### config.mk
export PLATFORM = sky130hd
export DESIGN_NAME = dcache_responder
export DESIGN_NICKNAME = d
export VERILOG_FILES = /design/src/rtl/dcache_responder.sv
export SDC_FILE = /design/constraint.sdc
export NUM_CORES = 2
export LEC_CHECK = 0
export CELL_PAD_IN_SITES_DETAIL_PLACEMENT = 2
export CELL_PAD_IN_SITES_GLOBAL_PLACEMENT = 2
export CORE_MARGIN = 10
export CORE_UTILIZATION = 44
export DETAILED_ROUTE_END_ITERATION = 12
export GPL_TIMING_DRIVEN = 0
export PLACE_DENSITY_LB_ADDON = 0.1
export SYNTH_ARGS = -nofsm -noshare
export SYNTH_HDL_FRONTEND = slang
export SYNTH_SLANG_ARGS = --single-unit
### constraint.sdc
create_clock -name clock -period 11.85 [get_ports clock]
set_clock_uncertainty 0.1 [all_clocks]
set_input_delay 3.555 -clock clock [delete_from_list [all_inputs] [get_ports clock]]
set_output_delay 3.555 -clock clock [all_outputs]
set_load 0.005 [all_outputs]
### src/rtl/dcache_responder.sv
// Memory-stage data-cache responder: direct-mapped, write-through, no-write-allocate
// cache of 64-bit words, backed by a valid/ready memory request channel.
module dcache_responder #(
    parameter int unsigned LINES  = 16,
    parameter int unsigned ADDR_W = 64
) (
    input  logic              clock,
    input  logic              reset,
    input  logic [ADDR_W-1:0] address,
    input  logic [63:0]       write_data,
    input  logic              read_enable,
    input  logic              write_enable,
    input  logic [7:0]        byte_enable,
    output logic              req_ready,
    output logic [63:0]       read_data,
    output logic              data_valid,
    output logic              cache_result,
    output logic              write_complete,
    output logic              mem_req_valid,
    input  logic              mem_req_ready,
    output logic              mem_req_write,
    output logic [ADDR_W-1:0] mem_req_addr,
    output logic [63:0]       mem_req_wdata,
    output logic [7:0]        mem_req_wstrb,
    input  logic              mem_resp_valid,
    input  logic [63:0]       mem_resp_rdata
);

    localparam int unsigned IDX_W = $clog2(LINES);
    localparam int unsigned TAG_W = ADDR_W - 3 - IDX_W;

    typedef enum logic [2:0] {
        IDLE    = 3'd0,
        RD_REQ  = 3'd1,
        RD_WAIT = 3'd2,
        WR_REQ  = 3'd3,
        WR_WAIT = 3'd4,
        DONE    = 3'd5
    } state_e;

    state_e              state_q, state_d;
    logic [ADDR_W-1:0]   addr_q, addr_d;
    logic [63:0]         wdata_q, wdata_d;
    logic [7:0]          wstrb_q, wstrb_d;
    logic [63:0]         read_data_q, read_data_d;
    logic                data_valid_q, data_valid_d;
    logic                cache_result_q, cache_result_d;
    logic                write_complete_q, write_complete_d;
    logic                req_ready_q, req_ready_d;
    logic                mem_req_valid_q, mem_req_valid_d;
    logic                mem_req_write_q, mem_req_write_d;
    logic [LINES-1:0]    valid_q, valid_d;

    logic [TAG_W-1:0]    tag_mem  [LINES];
    logic [63:0]         data_mem [LINES];

    logic [IDX_W-1:0]    in_idx_c, q_idx_c;
    logic [TAG_W-1:0]    in_tag_c, q_tag_c;
    logic                in_hit_c, q_hit_c;
    logic [63:0]         merged_c;
    logic                fill_en_c, merge_en_c;
    logic                unused_lsb_c;

    assign unused_lsb_c = ^address[2:0];

    // Lookup for an incoming request (IDLE) and for the latched request (store merge).
    assign in_idx_c = address[3 +: IDX_W];
    assign in_tag_c = address[ADDR_W-1 -: TAG_W];
    assign q_idx_c  = addr_q[3 +: IDX_W];
    assign q_tag_c  = addr_q[ADDR_W-1 -: TAG_W];
    assign in_hit_c = valid_q[in_idx_c] && (tag_mem[in_idx_c] == in_tag_c);
    assign q_hit_c  = valid_q[q_idx_c] && (tag_mem[q_idx_c] == q_tag_c);

    always_comb begin
        merged_c = data_mem[q_idx_c];
        for (int b = 0; b < 8; b++) begin
            if (wstrb_q[b]) merged_c[8*b +: 8] = wdata_q[8*b +: 8];
        end
    end

    // Next-state and registered-output decode.
    always_comb begin
        state_d          = state_q;
        addr_d           = addr_q;
        wdata_d          = wdata_q;
        wstrb_d          = wstrb_q;
        read_data_d      = read_data_q;
        data_valid_d     = 1'b0;
        cache_result_d   = cache_result_q;
        write_complete_d = 1'b0;
        valid_d          = valid_q;
        fill_en_c        = 1'b0;
        merge_en_c       = 1'b0;

        case (state_q)
            IDLE: begin
                if (write_enable) begin
                    addr_d  = {address[ADDR_W-1:3], 3'b000};
                    wdata_d = write_data;
                    wstrb_d = byte_enable;
                    state_d = WR_REQ;
                end else if (read_enable) begin
                    addr_d = {address[ADDR_W-1:3], 3'b000};
                    if (in_hit_c) begin
                        read_data_d    = data_mem[in_idx_c];
                        cache_result_d = 1'b1;
                        data_valid_d   = 1'b1;
                        state_d        = DONE;
                    end else begin
                        state_d = RD_REQ;
                    end
                end
            end
            RD_REQ:  if (mem_req_ready) state_d = RD_WAIT;
            RD_WAIT: begin
                if (mem_resp_valid) begin
                    fill_en_c          = 1'b1;
                    valid_d[q_idx_c]   = 1'b1;
                    read_data_d        = mem_resp_rdata;
                    cache_result_d     = 1'b0;
                    data_valid_d       = 1'b1;
                    state_d            = DONE;
                end
            end
            WR_REQ:  if (mem_req_ready) state_d = WR_WAIT;
            WR_WAIT: begin
                if (mem_resp_valid) begin
                    write_complete_d = 1'b1;
                    merge_en_c       = q_hit_c;
                    state_d          = DONE;
                end
            end
            DONE:    state_d = IDLE;
            default: state_d = IDLE;
        endcase

        req_ready_d     = (state_d == IDLE);
        mem_req_valid_d = (state_d == RD_REQ) || (state_d == WR_REQ);
        mem_req_write_d = (state_d == WR_REQ);
    end

    always_ff @(posedge clock or negedge reset) begin
        if (!reset) begin
            state_q          <= IDLE;
            addr_q           <= '0;
            wdata_q          <= '0;
            wstrb_q          <= '0;
            read_data_q      <= '0;
            data_valid_q     <= 1'b0;
            cache_result_q   <= 1'b0;
            write_complete_q <= 1'b0;
            req_ready_q      <= 1'b1;
            mem_req_valid_q  <= 1'b0;
            mem_req_write_q  <= 1'b0;
            valid_q          <= '0;
        end else begin
            state_q          <= state_d;
            addr_q           <= addr_d;
            wdata_q          <= wdata_d;
            wstrb_q          <= wstrb_d;
            read_data_q      <= read_data_d;
            data_valid_q     <= data_valid_d;
            cache_result_q   <= cache_result_d;
            write_complete_q <= write_complete_d;
            req_ready_q      <= req_ready_d;
            mem_req_valid_q  <= mem_req_valid_d;
            mem_req_write_q  <= mem_req_write_d;
            valid_q          <= valid_d;
        end
    end

    // Tag/data storage needs no reset; the valid bits gate every use.
    always_ff @(posedge clock) begin
        if (fill_en_c) begin
            tag_mem[q_idx_c]  <= q_tag_c;
            data_mem[q_idx_c] <= mem_resp_rdata;
        end else if (merge_en_c) begin
            data_mem[q_idx_c] <= merged_c;
        end
    end

    assign req_ready      = req_ready_q;
    assign read_data      = read_data_q;
    assign data_valid     = data_valid_q;
    assign cache_result   = cache_result_q;
    assign write_complete = write_complete_q;
    assign mem_req_valid  = mem_req_valid_q;
    assign mem_req_write  = mem_req_write_q;
    assign mem_req_addr   = addr_q;
    assign mem_req_wdata  = wdata_q;
    assign mem_req_wstrb  = wstrb_q;

endmodule

==> flow_metrics.env <==
export IMPL_outcome="finished with violations"
export IMPL_violations="max-capacitance violations, max-slew violations"
export IMPL_power_density_nw_per_um2=228.9
export IMPL_chipHeight_um=481.4
export IMPL_rows=169
export IMPL_ff_latch_area_um2=63690
export IMPL_io_pins=412
export IMPL_ys_seq_elements=2158
export IMPL_antenna_found_initial=30
export IMPL_cp_end_kind="flip-flop"
export IMPL_drive_gt1_share_pct=29.43
export IMPL_avgSynthCellArea_um2=19.56
export IMPL_whs_path_depth=1
export IMPL_ctsResizeCount=0
export IMPL_gr_usage_all_layers_pct=35.06
export IMPL_fin_cells=8527
export IMPL_grt_start_max_net_pins=95
export IMPL_cap_viol_max_count=9
export IMPL_synth_distinct_cells=77
export IMPL_routabilityCongestion=1.024
export IMPL_hold_class="reg -> reg"
export IMPL_synth_ff_type="edfxtp_1"
export IMPL_clk_latency_ns=0.94
export IMPL_path_buf_inv=11
export IMPL_cts_made_buffers=228
export IMPL_reg2reg_slack_ns=1.93
export IMPL_ant_nets=0
export IMPL_clock_path_buffers=3
export IMPL_cts_root_buf="clkbuf_16"
export IMPL_timing_final_ws_setup_ns=0.4968
export IMPL_dr_pass1_iters=6
export IMPL_synthArstFlopShare_pct=10.29
export IMPL_post_cts_setup_buffers=0
export IMPL_synthTopCellsByArea="edfxtp_1, mux4_2, dfrtp_1"
export IMPL_initial_core_util_pct=44.21
export IMPL_worst_setup_path_start_kind="input pin"
export IMPL_cp_data_arrival_time_ns=12.05
export IMPL_reg2reg_depth=15
export IMPL_fin_crit_sh_pct=95.81
export IMPL_cp_cell_sequence="clkdlybuf4s50_1 > buf_6 > buf_6 > buf_4 > buf_2 > buf_2 > buf_2 > buf_2 > buf_2 > a31oi_1 > xnor2_1 > o211ai_1 > nor4_1 > and4_1 > a21oi_1 > buf_6 > buf_6 > mux2_4"
export IMPL_htree_levels=4
export IMPL_syn2layout_area_growth_pct=17.53
export IMPL_synth_compound_area_share_pct=3.437
export IMPL_path_depth=18
export IMPL_vias_per_cell=6.865
export IMPL_path_clk_slew_ns=0.07
export IMPL_syn_instance_count=4788
export IMPL_seq_area_frac_synth_pct=68.00
export IMPL_critPathKind="in -> reg"
export IMPL_synth_xor_area_share_pct=1.057
export IMPL_hold_buffers=0
export IMPL_worst_path_largest_cell_delay_ns=0.92
export IMPL_power_leakage_nw=36.17
export IMPL_critPathSlowestCell="nor4_1"
export IMPL_numPortBuffers=404
export IMPL_grt_pass1_vias=61130
export IMPL_die_area_um2=231700
export IMPL_post_place_ws_ns=0.2053
export IMPL_grt_overflow=0
export IMPL_yosysTopAreaCell="edfxtp_1"
export IMPL_synth_top_area_share_pct=62.06
export IMPL_critical_path_top_delay_family="buffers and inverters"
export IMPL_synth_warnings=0
export IMPL_ir_worst_vdd_v=0.0001841
export IMPL_place_inst=8073
export IMPL_chipWidth_um=481.4
export IMPL_post_dp_hpwl_um=289400
export IMPL_clock_sinks=2158
export IMPL_multi_input_area_um2=28470
export IMPL_setup_violations=0
export IMPL_cts_tree="yes"
export IMPL_min_period_ns=11.35
export IMPL_total_power_mw=25.20
export IMPL_muxShareOfSynthArea_pct=23.77
export IMPL_drt_iter0_drc=8216
export IMPL_num_nets_final=5691
export IMPL_wire_per_inst_um=48.35
export IMPL_synth_top_family_by_area="multiplexers"
export IMPL_synth_edf_count=1936
export IMPL_tns_ns=0
export IMPL_yosys_area_share_adder_pct=0
export IMPL_tightest_slew_ns=1.668
export IMPL_critPathMostFrequentCell="buf_2"
export IMPL_cp_required_ns=12.55
export IMPL_hold_viol=0
export IMPL_synth_simple_area_share_pct=1.941
export IMPL_drv_slew=67
export IMPL_fin_util_pct=51.96
export IMPL_slew_headroom_pct=-11.18
export IMPL_coreArea_um2=211900
export IMPL_vias=58540
export IMPL_max_freq_mhz=88.08
export IMPL_grt_pass1_wl_um=554600
export IMPL_critPathMaxFanout=10
export IMPL_wl_um=412300
export IMPL_drc=0
export IMPL_rsz0062_at_grt="false"
export IMPL_netlist_area_um2=93670
export IMPL_fill_cells=18390
## layer usage
metal | GRT usage [%] | up-vias | share of wire [%]
met5 | 0 | - | 0.037
met3 | 9.083 | 1149 | 9.5
met1 | 42.79 | 31870 | 36
met4 | 23.26 | 22 | 7.9
met2 | 55.19 | 4098 | 47
li1 | - | 21400 | -
## worst paths after layout
check	start	end
max in group asynchronous	reset	mem_req_addr[13]
setup / recovery	address[5]	read_data[54]
min in group asynchronous	reset	read_data[17]
setup reg to reg	mem_req_addr[4]	data_mem[14][9]
hold reg to reg	valid_q[12]	valid_q[12]
hold / removal	valid_q[12]	valid_q[12]
## final cells by class
type,instances,share of cell area (%)
antenna,24,0.05455
buffer,304,1.437
clock buffer,298,5.597
clock inverter,129,1.059
inverter,43,0.1466
multi-input combinational,2285,25.86
sequential,2158,57.86
tap,2821,3.206
timing repair buffer,465,4.780
## flip-flops by register name, indices dropped and copies added (netlist names)
signal / flops
mem_req_write: 1
mem_req_valid: 1
data_valid: 1
write_complete: 1
mem_req_wdata: 64
mem_req_wstrb: 8
mem_req_addr: 61
req_ready: 1
data_mem: 1024
tag_mem: 912
valid_q: 16
read_data: 64
cache_result: 1
state_q: 3
## worst register-to-register path, cell delays in order (launching register included)
cell	delay (ns)
dfrtp_1	0.45
clkbuf_1	0.45
buf_1	1.04
clkbuf_1	1.11
clkbuf_2	0.77
mux2i_1	0.28
mux2i_1	0.12
xnor2_1	0.29
nand2_1	0.25
nor4_1	0.93
nand4_1	0.21
nor2_2	0.89
nand2_1	0.74
buf_2	0.46
buf_2	0.27
a21oi_1	1.15
## stage by stage
| stage | hold WS (ns) | instance area [um^2] |
|---|---|---|
| final | 0.4044 | 110100 |
| after detailed placement | 0.3784 | 102600 |
| after global placement | 0.3659 | 101300 |
| after floorplan | 0.3486 | 93680 |
| after CTS | 0.4033 | 110000 |
| after global routing | 0.4115 | 110000 |
## cells in the mapped netlist, types with 41 or more instances
| library cell | instances |
|---|---|
| a21oi_1 | 179 |
| buf_1 | 41 |
| buf_2 | 102 |
| clkbuf_1 | 113 |
| dfrtp_1 | 221 |
| edfxtp_1 | 1936 |
| mux2_2 | 290 |
| mux2_4 | 49 |
| mux2i_1 | 253 |
| mux4_2 | 696 |
| nand2_1 | 146 |
| nor2_1 | 73 |
| o21ai_0 | 74 |
| xnor2_1 | 75 |
## power breakdown
group,internal [mW],switching [mW],leakage (nW)
combinational,2.76,4.86,12.5
clock,4.00,3.19,3.59
sequential,9.37,1.02,20.1
total,16.1,9.07,36.2
## logic make-up after synthesis
logic type                after synthesis
DFF                                  2158
buffers and inverters                 347
and+or+nand+nor                       383
xor gates and xnor gates              113
other                                   1
AOI/OAI and AO/OA                     496
muxes                                1290
## placed cells by master (no fill, tap or decap), types with 19 or more instances in the layout
| cell type | count |
|---|---|
| edfxtp_1 | 1936 |
| mux4_2 | 696 |
| clkdlybuf4s50_1 | 403 |
| mux2_2 | 290 |
| mux2i_1 | 253 |
| clkbuf_16 | 231 |
| dfrtp_1 | 221 |
| a21oi_1 | 169 |
| nand2_1 | 146 |
| clkbuf_1 | 145 |
| buf_2 | 127 |
| o21ai_0 | 74 |
| xnor2_1 | 74 |
| nor2_1 | 57 |
| buf_12 | 50 |
| clkinv_1 | 50 |
| mux2_4 | 49 |
| clkinv_2 | 46 |
| inv_1 | 40 |
| xor2_1 | 38 |
| buf_4 | 32 |
| a221oi_1 | 32 |
| a22oi_1 | 32 |
| o22ai_1 | 31 |
| nor3_1 | 30 |
| diode_2 | 24 |
| clkbuf_2 | 22 |
| a31oi_1 | 22 |
| nor2b_1 | 20 |
| or2_2 | 19 |
| a22o_1 | 19 |
No activity file was read; power rests on OpenSTA's default activity.
